<file path="config.mk">
export PLATFORM = sky130hd
export DESIGN_NAME = temp_sampler_flat
export DESIGN_NICKNAME = d
export VERILOG_FILES = /design/src/rtl/temp_pkg.sv /design/src/rtl/temp_sampler_if.sv /design/src/rtl/temp_sampler_sync2.sv /design/src/rtl/temp_sampler.sv /design/src/flat_wrapper.sv
export SDC_FILE = /design/constraint.sdc
export NUM_CORES = 1
export LEC_CHECK = 0
export BUFFER_PORTS_ARGS = -buffer_cell sky130_fd_sc_hd__buf_2
export CAP_MARGIN = 15
export CORE_MARGIN = 3
export CORE_UTILIZATION = 55
export DETAILED_ROUTE_END_ITERATION = 10
export PLACE_DENSITY = 0.77
export SYNTH_ARGS = -nofsm -noshare
export SYNTH_HDL_FRONTEND = slang
export SYNTH_SLANG_ARGS = --single-unit
</file>
<file path="constraint.sdc">
create_clock -name clk_50mhz -period 4.15 [get_ports clk_50mhz]
set_input_delay 0.415 -clock clk_50mhz [delete_from_list [all_inputs] [get_ports clk_50mhz]]
set_output_delay 0.415 -clock clk_50mhz [all_outputs]
set_load 0.05 [all_outputs]
</file>
<file path="src/rtl/temp_pkg.sv">
// Shared types and constants for the on-die temperature sensor sequencer.
package temp_pkg;

  typedef enum logic [1:0] {
    ST_IDLE,
    ST_CLEAR,
    ST_CONVERT,
    ST_CAPTURE
  } state_t;

  // Raw sensor code minus this offset gives degrees Celsius.
  localparam int unsigned TEMP_OFFSET = 128;

  localparam logic [7:0] ALARM_HI_DEF = 8'd213;
  localparam logic [7:0] ALARM_LO_DEF = 8'd203;

  function automatic logic signed [8:0] code_to_celsius(input logic [7:0] code);
    return $signed({1'b0, code}) - $signed(9'(TEMP_OFFSET));
  endfunction

endpackage

</file>
<file path="src/rtl/temp_sampler_if.sv">
// Control/data link between the sequencer (master) and the temperature sensor (slave).
interface temp_sampler_if;
  logic       temp_valid;
  logic [7:0] temp_val;
  logic       temp_en;
  logic       temp_clear;

  modport master (input temp_valid, input temp_val, output temp_en, output temp_clear);
  modport slave  (output temp_valid, output temp_val, input temp_en, input temp_clear);
endinterface

</file>
<file path="src/rtl/temp_sampler_sync2.sv">
// Generic two-flop synchronizer for slow cross-domain level signals.
module sync2 #(
  parameter int unsigned WIDTH = 1
) (
  input  logic             clk,
  input  logic             rst_n,
  input  logic [WIDTH-1:0] d,
  output logic [WIDTH-1:0] q
);
  logic [WIDTH-1:0] meta;

  always_ff @(posedge clk or negedge rst_n) begin
    if (!rst_n) begin
      meta <= '0;
      q    <= '0;
    end else begin
      meta <= d;
      q    <= meta;
    end
  end
endmodule

</file>
<file path="src/rtl/temp_sampler.sv">
// Sequences the on-die temperature sensor and derives current, average,
// peak-hold and hysteresis-alarm values from the captured conversions.
module temp_sampler
  import temp_pkg::*;
#(
  parameter int unsigned SAMPLE_PERIOD  = 50_000_000,
  parameter int unsigned CLEAR_CYCLES   = 4,
  parameter int unsigned TIMEOUT_CYCLES = 1_000_000,
  parameter int unsigned AVG_LOG2       = 3,
  parameter logic [7:0]  ALARM_HI       = ALARM_HI_DEF,
  parameter logic [7:0]  ALARM_LO       = ALARM_LO_DEF
) (
  input  logic                  clk_50mhz,
  input  logic                  rst_50mhz_n,
  temp_sampler_if.master        sensor,
  input  logic                  peak_clear,
  output logic [7:0]            temp_cur,
  output logic                  temp_cur_valid,
  output logic [7:0]            temp_avg,
  output logic                  temp_avg_valid,
  output logic [7:0]            temp_peak,
  output logic                  temp_alarm,
  output logic                  temp_timeout
);
  localparam int unsigned CNT_MAX_A = (SAMPLE_PERIOD > TIMEOUT_CYCLES) ? SAMPLE_PERIOD : TIMEOUT_CYCLES;
  localparam int unsigned CNT_MAX   = (CNT_MAX_A > CLEAR_CYCLES) ? CNT_MAX_A : CLEAR_CYCLES;
  localparam int unsigned CNT_W     = $clog2(CNT_MAX + 1);
  localparam int unsigned ACC_W     = 8 + AVG_LOG2;
  localparam int unsigned ACNT_W    = (AVG_LOG2 == 0) ? 1 : AVG_LOG2;
  localparam int unsigned AVG_LAST  = (1 << AVG_LOG2) - 1;

  state_t            state;
  logic [CNT_W-1:0]  cnt;
  logic [ACC_W-1:0]  acc;
  logic [ACC_W-1:0]  sum;
  logic [ACNT_W-1:0] acnt;
  logic              valid_s;

  sync2 #(.WIDTH(1)) u_sync2 (
    .clk   (clk_50mhz),
    .rst_n (rst_50mhz_n),
    .d     (sensor.temp_valid),
    .q     (valid_s)
  );

  assign sum = acc + ACC_W'(sensor.temp_val);

  // Outputs are written on the same edge as the state they belong to, so the
  // capture results appear in the CAPTURE cycle and en/clear never glitch.
  // CLEAR counts from 1 when entered from IDLE; the reset entry spends its
  // first cycle bringing temp_clear up, giving CLEAR_CYCLES high cycles either way.
  always_ff @(posedge clk_50mhz or negedge rst_50mhz_n) begin
    if (!rst_50mhz_n) begin
      state             <= ST_CLEAR;
      cnt               <= '0;
      sensor.temp_en    <= 1'b0;
      sensor.temp_clear <= 1'b0;
      temp_cur          <= '0;
      temp_cur_valid    <= 1'b0;
      temp_avg          <= '0;
      temp_avg_valid    <= 1'b0;
      temp_peak         <= '0;
      temp_alarm        <= 1'b0;
      temp_timeout      <= 1'b0;
      acc               <= '0;
      acnt              <= '0;
    end else begin
      temp_cur_valid <= 1'b0;
      temp_avg_valid <= 1'b0;
      if (peak_clear) begin
        temp_peak <= (state == ST_CAPTURE) ? temp_cur : '0;
      end

      case (state)
        ST_IDLE: begin
          if (cnt == CNT_W'(SAMPLE_PERIOD - 1)) begin
            state             <= ST_CLEAR;
            cnt               <= CNT_W'(1);
            sensor.temp_clear <= 1'b1;
          end else begin
            cnt <= cnt + 1'b1;
          end
        end

        ST_CLEAR: begin
          if (cnt == CNT_W'(CLEAR_CYCLES)) begin
            state             <= ST_CONVERT;
            cnt               <= '0;
            sensor.temp_clear <= 1'b0;
            sensor.temp_en    <= 1'b1;
          end else begin
            cnt               <= cnt + 1'b1;
            sensor.temp_clear <= 1'b1;
          end
        end

        ST_CONVERT: begin
          if (valid_s) begin
            state          <= ST_CAPTURE;
            sensor.temp_en <= 1'b0;
            temp_cur       <= sensor.temp_val;
            temp_cur_valid <= 1'b1;
            temp_timeout   <= 1'b0;
            if (peak_clear || (sensor.temp_val > temp_peak)) begin
              temp_peak <= sensor.temp_val;
            end
            if (sensor.temp_val >= ALARM_HI) begin
              temp_alarm <= 1'b1;
            end else if (sensor.temp_val <= ALARM_LO) begin
              temp_alarm <= 1'b0;
            end
            if (acnt == ACNT_W'(AVG_LAST)) begin
              temp_avg       <= 8'(sum >> AVG_LOG2);
              temp_avg_valid <= 1'b1;
              acc            <= '0;
              acnt           <= '0;
            end else begin
              acc  <= sum;
              acnt <= acnt + 1'b1;
            end
          end else if (cnt == CNT_W'(TIMEOUT_CYCLES - 1)) begin
            state          <= ST_IDLE;
            cnt            <= '0;
            sensor.temp_en <= 1'b0;
            temp_timeout   <= 1'b1;
          end else begin
            cnt <= cnt + 1'b1;
          end
        end

        ST_CAPTURE: begin
          state <= ST_IDLE;
          cnt   <= '0;
        end

        default: begin
          state <= ST_CLEAR;
          cnt   <= '0;
        end
      endcase
    end
  end
endmodule

</file>
<file path="src/flat_wrapper.sv">
// flat-port wrapper written by rule: the top's interface ports become plain ports
module temp_sampler_flat import temp_pkg::*;
#(
  parameter int unsigned SAMPLE_PERIOD  = 50_000_000,
  parameter int unsigned CLEAR_CYCLES   = 4,
  parameter int unsigned TIMEOUT_CYCLES = 1_000_000,
  parameter int unsigned AVG_LOG2       = 3,
  parameter logic [7:0]  ALARM_HI       = ALARM_HI_DEF,
  parameter logic [7:0]  ALARM_LO       = ALARM_LO_DEF
)
  (clk_50mhz, rst_50mhz_n, peak_clear, temp_cur, temp_cur_valid, temp_avg, temp_avg_valid, temp_peak, temp_alarm, temp_timeout, sensor_temp_valid, sensor_temp_val, sensor_temp_en, sensor_temp_clear);
  temp_sampler_if sensor_i ();
  input  logic clk_50mhz;
  input  logic rst_50mhz_n;
  input  logic peak_clear;
  output logic [7:0] temp_cur;
  output logic temp_cur_valid;
  output logic [7:0] temp_avg;
  output logic temp_avg_valid;
  output logic [7:0] temp_peak;
  output logic temp_alarm;
  output logic temp_timeout;
  input wire logic [$bits(sensor_i.temp_valid)-1:0] sensor_temp_valid;
  input wire logic [$bits(sensor_i.temp_val)-1:0] sensor_temp_val;
  output wire logic [$bits(sensor_i.temp_en)-1:0] sensor_temp_en;
  output wire logic [$bits(sensor_i.temp_clear)-1:0] sensor_temp_clear;
  assign sensor_i.temp_valid = sensor_temp_valid;
  assign sensor_i.temp_val = sensor_temp_val;
  assign sensor_temp_en = sensor_i.temp_en;
  assign sensor_temp_clear = sensor_i.temp_clear;
  temp_sampler #(.SAMPLE_PERIOD(SAMPLE_PERIOD), .CLEAR_CYCLES(CLEAR_CYCLES), .TIMEOUT_CYCLES(TIMEOUT_CYCLES), .AVG_LOG2(AVG_LOG2), .ALARM_HI(ALARM_HI), .ALARM_LO(ALARM_LO)) u_core (.clk_50mhz(clk_50mhz), .rst_50mhz_n(rst_50mhz_n), .sensor(sensor_i), .peak_clear(peak_clear), .temp_cur(temp_cur), .temp_cur_valid(temp_cur_valid), .temp_avg(temp_avg), .temp_avg_valid(temp_avg_valid), .temp_peak(temp_peak), .temp_alarm(temp_alarm), .temp_timeout(temp_timeout));
endmodule
</file>
Word level (Yosys, flattened, before mapping)
Index checks and enable logic that the tools add are counted.
{"block": "op_classes", "add_sub_neg": 3, "muxes": 33, "n_eq_ne": 11, "reduce_logical": 13, "magnitude_cmp": 3}
{"cell": "$mux 26", "count": 4}
{"cell": "$pmux 26 s4", "count": 1}
{"cell": "$mux 8", "count": 5}
{"cell": "$add 26x1->26 const B", "count": 1}
{"cell": "$eq 26x20->1 const B", "count": 1}
{"cell": "$eq 26x26->1 const B", "count": 1}
{"cell": "$eq 26x3->1 const B", "count": 1}
{"cell": "$mux 1", "count": 14}
{"cell": "$reduce_and 3->1", "count": 4}
{"cell": "$add 11x8->11", "count": 1}
{"cell": "$mux 11", "count": 1}
{"cell": "$ge 8x8->1 const B", "count": 1}
{"cell": "$gt 8x8->1", "count": 1}
{"cell": "$le 8x8->1 const B", "count": 1}
{"cell": "$mux 2", "count": 4}
{"cell": "$pmux 2 s4", "count": 1}
{"cell": "$reduce_bool 2->1", "count": 4}
{"cell": "$reduce_and 2->1", "count": 3}
{"cell": "$eq 2x2->1 const B", "count": 2}
{"cell": "$ne 2x1->1 const B", "count": 2}
{"cell": "$pmux 1 s2", "count": 2}
{"cell": "$add 3x1->3 const B", "count": 1}
{"cell": "$eq 3x3->1 const B", "count": 1}
{"cell": "$mux 3", "count": 1}
{"cell": "5 further kinds", "count": 5}
{"block": "totals", "inputBits": 12, "out_inout_bits": 30, "word_cells": 78, "ff_bits": 74}

Logic depth before layout (Yosys ltp)
Gate-level depths: netlist (run 1).
{"block": "depth", "ltp_word": 6, "ltp_mapped": 9, "mapped_depth_nobuf": 8}

By module
Synthesis (run 1) repeated with hierarchy kept, for this count alone.
{"block": "unflattened", "cells_unflattened": 429, "hier_area_um2": 4005.1}
{"mod": "temp_sampler", "cells_per_inst": 427, "area_per_inst_um2": 3955.0, "seq_area_each_um2": 1803.0, "n_inst": 1}
{"mod": "sync2", "cells_per_inst": 2, "area_per_inst_um2": 50.0, "seq_area_each_um2": 50.0, "n_inst": 1}

Least setup slack after synthesis (run 1)
No wires, ideal clock.
{"block": "synth_timing", "kind": "flip-flop to flip-flop", "startpoint": "reg u_core.temp_peak[1]", "endpoint": "reg u_core.temp_peak[0]", "setup_ns": 0.125, "path_buffers": 0, "setup_slack_ns": 1.493, "t_arrival_ns": 2.532, "synth_period_minus_slack_ns": 2.657, "required_ns": 4.025, "stages_incl_launch_ff": 9, "path_cell_list": "dfrtp_1 -> inv_1 -> ha_1 -> nor2b_1 -> o21a_1 -> o21ai_0 -> a21oi_1 -> o41ai_2 -> mux2_2"}
{"block": "synth_via", "elab_chain_cells": 5}
{"element": "from (decl)", "line_no": "temp_sampler.sv:21", "rtl": "output logic [7:0] temp_peak,"}
{"element": "from (signal assigned)", "line_no": "temp_sampler.sv:71", "rtl": "temp_peak <= (state == ST_CAPTURE) ? temp_cur : '0;"}
{"element": "from (signal assigned)", "line_no": "temp_sampler.sv:105", "rtl": "temp_peak <= sensor.temp_val;"}
{"element": "$gt 8x8->1", "line_no": "temp_sampler.sv:104", "rtl": "if (peak_clear || (sensor.temp_val > temp_peak)) begin"}
{"element": "$logic_or 1x1->1", "line_no": "temp_sampler.sv:104"}
{"element": "$mux 8", "line_no": "temp_sampler.sv:104"}
{"element": "$mux 8", "line_no": "temp_sampler.sv:98", "rtl": "if (valid_s) begin"}
{"element": "$mux 8", "line_no": "temp_sampler.sv:74", "rtl": "case (state)"}
Every way passes these cells.
A chain may end at the register's enable or synchronous reset.

Worst setup path in the final report (run 1)
{"block": "layout_timing", "startpoint": "reg u_core.cnt[10]", "endpoint": "reg u_core.cnt[21]"}
{"block": "layout_via", "elab_chain_cells": 4, "elab_cells_between_ends": 9, "cone_classes": "add/sub: 1; eq/ne: 3; mux: 5"}
{"element": "from (decl)", "line_no": "temp_sampler.sv:33", "rtl": "logic [CNT_W-1:0] cnt;"}
{"element": "from (signal assigned)", "line_no": "temp_sampler.sv:81", "rtl": "cnt <= cnt + 1'b1;"}
{"element": "from (signal assigned)", "line_no": "temp_sampler.sv:92", "rtl": "cnt <= cnt + 1'b1;"}
{"element": "from (signal assigned)", "line_no": "temp_sampler.sv:127", "rtl": "cnt <= cnt + 1'b1;"}
{"element": "$add 26x1->26 / $eq 26x20->1 (equally long branches)"}
{"element": "$mux 26", "line_no": "temp_sampler.sv:121", "rtl": "end else if (cnt == CNT_W'(TIMEOUT_CYCLES - 1)) begin"}
{"element": "$mux 26", "line_no": "temp_sampler.sv:98"}
{"element": "$pmux 26 s4 *", "line_no": "temp_sampler.sv:74"}
Mark *: on every way between the ends. The rest lies on a longest branch, timed or not. The select of a mux whose other input is x is not followed.

==> impl_metrics.toml, run 1 <==
[cts]
path_clk_slew_ps = 80
clk_path_buf_depth = 2
clock-sinks = 74
cts_buffers = 9
ctsResizeCount = 0
clk_latency_ps = 340
cts_tree = "done"
ctsHoldBuffers = 0
root_buffer = "clkbuf_8"
cts_setup_buffers = 0
htree_levels = 3

[worst_setup_path]
r2r_start = "u_core.cnt[10]"
r2r_slack_ps = 1380
cp-start-kind = "flip-flop"
crit_required_ps = 4380
cp-end-kind = "flip-flop"
critPathLaunch = "u_core.cnt[10]"
worstSetupPathType = "flip-flop to flip-flop"
cp_max_fo = 25
cp_data_arrival_time_ps = 3000

[sta]
drv_slew = 0
fin_crit_ps = 2773
skew_ps = 7.111
fmax_ghz = 0.3606
max-slew-margin-rel_pct = 31.04
finalHoldViolCount = 0
rsz0062_at_grt = "no"
setup_tns_ps = 0
worst_slew_pin_slew_ps = 1023
finalCritPeriodShare_pct = 66.82
finalSetupViolations = 0

[power_and_ir_drop]
p_per_area_nw_per_um2 = 318.1
p_leak_nw = 2.266
ir_drop_v = 0.0002415

[placement]
dp_hpwl_mm = 6.385
place.gp.congestion = 0.8995
place_inst = 582
place_area_um2 = 4429
io_buffer_count = 41

[drt]
dr_total_vias = 3499
ant_nets = 0
routed.top_layer = "met4"
met2WireLength_mm = 4.545
first_pass_iters = 5
drt_wl_total_mm = 9.314
first_iter_violations = 179
via_per_inst = 5.851
met3_length_um = 432
drc_errors = 0
wl_per_cell_um = 15.58
wl_met1_mm = 4.280

[synthesis]
yosys_warnings = 0
synth.cell_area_um2 = 4168
async_flop_share_pct = 100.0
ys_ff_latch = 74
synth_nets = 490
ys.flop_type = "dfrtp_1"
synth_edf_count = 0
synth.distinct_cells = 58
seq_area_frac_synth_pct = 44.46
avgSynthCellArea_um2 = 9.120
syn-instance-count = 457

[outcome]
status = "finished, final reports clean"

[floorplan]
core_area_um2 = 7292
die_h_um = 93.05
top_level_ports = 42
start_util_pct = 57.16
dieArea_um2 = 8658
fp-row-count = 31
die_w_um = 93.05

[layout]
finalNetCount = 527
layout_commonest_cell = "nand2_1"
post_route_cells_drive_above_1_share_pct = 16.43
finalNonFillerCells = 598
fin_area_um2 = 4669
diodes = 0
final_cell_mix = "nand2_1, dfrtp_1, buf_2"
syn2layout_area_growth_pct = 12.04

[global_routing]
grt_pass1_vias = 3416
overflow = 0
groute.usage.overall_pct = 22.89
antenna_found_initial = 0
grt_pass1_wl_mm = 15.90
grt_max_degree = 75

[flow_run]
max_cap_violations = 0

[hold_path]
min_path_type = "input pin to flip-flop"
hp-start = "sensor_temp_valid"
[report_power, final]
group          switching [mW]  internal, mW
clock                   0.285         0.400
sequential            0.00119         0.722
combinational          0.0524        0.0249
[stage by stage]
| step | util [%] | worst slack, ps | power, mW | hold WS (ps) |
|---|---|---|---|---|
| after floorplan | - | 1493 | 0.7789 | 119.4 |
| after global placement | 60.74 | 1386 | 0.8124 | 332.9 |
| after detailed placement | 60.74 | 1324 | 0.8149 | 343.4 |
| after CTS | 64.04 | 1369 | 1.496 | 160.3 |
| after global routing | 64.04 | 1215 | 1.540 | 154.8 |
| final | 64.04 | 1377 | 1.485 | 173.9 |
[layout make-up]
cell class	instances	area (um^2)
clock buffer	9	123.9
tap	99	123.9
inverter	22	82.58
timing repair buffer	44	230.2
fill	626	2623
clock inverter	7	116.4
multi-input combinational	343	2140
sequential	74	1853
[cells in the mapped netlist (2+ instances only)]
master     n  area share, %
mux2_2    11            3.0
and2_1     2           0.30
o31ai_1    4           0.72
inv_1     22            2.0
o22ai_1    9            1.4
nor3b_1    4           0.72
a21o_1    15            2.7
a22o_1     4           0.84
or3_1     10            1.5
o211ai_1   3           0.54
a221o_1    2           0.48
a21oi_1   10            1.2
buf_6      3           0.81
xor2_1     6            1.3
a211oi_1   3           0.54
ha_1      20            6.0
buf_2      2           0.24
nor2b_1    4           0.60
xnor2_1    6            1.3
clkbuf_1  13            1.2
nor3_1    14            1.7
nand3b_1   5           0.90
o21ai_1   11            1.3
dfrtp_1   73             44
o21ai_0   27            3.2
o21a_1     3           0.54
nand4b_1   2           0.42
nand4_1    8            1.2
nor4_1     9            1.4
nand3_1   17            2.0
nor2_1    22            2.0
nand2b_1   3           0.45
and3_1     3           0.45
nand2_1   83            7.5
[registers in the layout (all words and copies together) (netlist names)]
name / count
u_core.cnt: 26
u_core.acc: 11
u_core.temp_avg: 8
u_core.temp_cur: 8
u_core.temp_peak: 8
u_core.acnt: 3
u_core.state: 2
u_core.sensor.temp_clear: 1
u_core.sensor.temp_en: 1
u_core.temp_alarm: 1
u_core.temp_avg_valid: 1
u_core.temp_cur_valid: 1
u_core.temp_timeout: 1
u_core.u_sync2.meta: 1
u_core.u_sync2.q: 1
[critical path, stage by stage, from the launching register on]
cell and delay, ps:
dfrtp_1 450, or3_1 380, or4_4 430, o41a_1 400, o21ai_2 330, buf_4 330, nor3b_1 80, a221o_1 260
[worst paths after layout]
kind                                  endpoint  cells after the start
max in group asynchronous       u_core.cnt[13]                      1
setup / recovery                u_core.cnt[21]                      7
hold / removal             u_core.u_sync2.meta                      1
setup reg to reg                u_core.cnt[21]                      7
min in group asynchronous  u_core.temp_peak[3]                      1
hold reg to reg               u_core.u_sync2.q                      0
[per-layer routing]
metal	track usage (%)	vias to the layer above
met5	0	-
met4	5.739	0
met3	5.068	6
met2	39.53	90
met1	29.23	1691
li1	-	1712
[kinds of logic (layout without fill, tap and decap cells)]
group           count (synthesis)  in the layout  share of synthesized area, %
compound gates                103            103                         16.27
buf+inv                        40             82                         4.203
flops                          74             74                         44.46
xor+xnor                       12             12                         2.522
simple gates                  196            196                         23.09
mux                            11             11                         2.972
fa+ha+maj                      21             21                         6.485
No activity file was read; power rests on OpenSTA's default activity.
==> run 2: changes to the inputs <==
- clock period: 4.15 -> 2.7 ns (I/O delays scaled with it)
==> run 2 against run 1 <==
  * Setup slack got worse by 1300 ps
  * Combinational power rose by 53%
  * Count of clock-buffer cells in the layout rose by 2
  * Critical path depth fell by 1
  * Sequential power rose by 54%
  * Non-clock buffer count rose by 7
==> impl_metrics.toml, run 2 (synthesis gave the netlist of run 1 again) <==
[floorplan]
die_w_um = 93.05
top_level_ports = 42
core_area_um2 = 7292
die_h_um = 93.05
start_util_pct = 57.16
dieArea_um2 = 8658
fp-row-count = 31

[global_routing]
groute.usage.overall_pct = 23.37
overflow = 0
grt_max_degree = 75
antenna_found_initial = 0
grt_pass1_vias = 3420
grt_pass1_wl_mm = 16.03

[layout]
diodes = 0
top_regs = "u_core.cnt (26), u_core.acc (11)"
finalNetCount = 534
nFillCells = 618
largest_reg_flops = 26
layout_commonest_cell = "nand2_1"
top_register = "u_core.cnt"
syn2layout_area_growth_pct = 13.81
post_route_cells_drive_above_1_share_pct = 17.39
final_cell_mix = "nand2_1, dfrtp_1, buf_2"
multi_input_area_um2 = 2140
regArea_um2 = 1853

[placement]
io_buffer_count = 41
place.gp.congestion = 0.9028
pre_cts_ws_ps = 134.6
dp_hpwl_mm = 6.483

[cts]
ctsHoldBuffers = 1
cts_setup_buffers = 0
cts_tree = "done"
clock-sinks = 74
root_buffer = "clkbuf_8"
clk_path_buf_depth = 2
clk_latency_ps = 360
cts_buffers = 9
path_clk_slew_ps = 80
htree_levels = 3
ctsResizeCount = 0

[sta]
drv_slew = 0
finalCritPeriodShare_pct = 96.04
rsz0062_at_grt = "no"
finalHoldViolCount = 0
max-slew-margin-rel_pct = 38.69
skew_ps = 8.681
postLayoutSetupSlackWorst_ps = 107.0
setup_tns_ps = 0
fin_crit_ps = 2593
worst_slew_pin_slew_ps = 919.6
finalSetupViolations = 0
fmax_ghz = 0.3857

[drt]
drc_errors = 0
dr_total_vias = 3552
ant_nets = 0
wl_per_cell_um = 15.75
drt_wl_total_mm = 9.526
via_per_inst = 5.871
first_iter_violations = 207
first_pass_iters = 4

[flow_run]
max_cap_violations = 0

[worst_setup_path]
crit_required_ps = 2940
cpPeakStageDelay_ps = 440
slowest_stage = "dfrtp_1"
worstSetupPathType = "flip-flop to flip-flop"
crit_chain = "or3_1, or4_4, o41a_1, or2_1, and2_4, a221o_1"
critPathBufInv = 0
cp-end-kind = "flip-flop"
cp-start-kind = "flip-flop"
cp_data_arrival_time_ps = 2840
cp_top_family = "simple AND/OR/NAND/NOR gates"
cp_max_fo = 6
r2r_slack_ps = 110

[outcome]
status = "finished, final reports clean"

[power_and_ir_drop]
p_per_area_nw_per_um2 = 493.6
ir_drop_v = 0.0002921
p_leak_nw = 2.308

[hold_path]
min_path_type = "input pin to asynchronous set/reset pin"
==> run 2: cell count changes in the layout (fill, tap and decap cells not counted), sizes merged <==
cell	before	now
buf	44	50
inv	23	24
clkinv	2	0
clkbuf	9	11
dlygate4sd3	0	1
clkinvlp	1	0
==> run 2: cell type report <==
class	count	area share, %
clock buffer	11	3.192
clock inverter	5	2.269
inverter	22	1.741
multi-input combinational	343	45.11
sequential	74	39.07
tap	99	2.611
timing repair buffer	51	6.014
==> run 2: metal layers <==
metal / routed length (um) / GRT usage (%) / vias up
met5: 0 / 0 / -
met4: 126 / 8.059 / 0
met3: 462 / 4.425 / 14
met2: 4690 / 40.25 / 83
met1: 4246 / 29.47 / 1728
li1: - / - / 1727
==> run 2: stage by stage <==
step	total power [mW]	cell area [um^2]	std cells	hold WS, ps	utilization, %
after floorplan	1.197	4168	457	-25.59	-
after global placement	1.248	4474	588	333.0	61.36
after detailed placement	1.252	4474	588	342.4	61.36
after CTS	2.367	4743	605	72.72	65.05
after global routing	2.425	4743	605	103.4	65.05
final	2.341	4743	605	36.57	65.05
==> run 2: report_power, final <==
part	internal, mW	total, mW	switching, mW
logic	0.0392	0.118	0.0792
registers	1.11	1.11	0.00180
clock network	0.671	1.11	0.440
total	1.82	2.34	0.521
==> run 2: final timing paths <==
kind	start	cells after the start	end
worst max register to register	u_core.cnt[11]	6	u_core.cnt[21]
min in group clk_50mhz	sensor_temp_val[7]	3	u_core.temp_cur[7]
max in group asynchronous	rst_50mhz_n	1	u_core.cnt[5]
worst min register to register	u_core.u_sync2.meta	0	u_core.u_sync2.q
worst min-delay path	rst_50mhz_n	1	u_core.temp_peak[1]
worst max-delay path	u_core.cnt[11]	6	u_core.cnt[21]
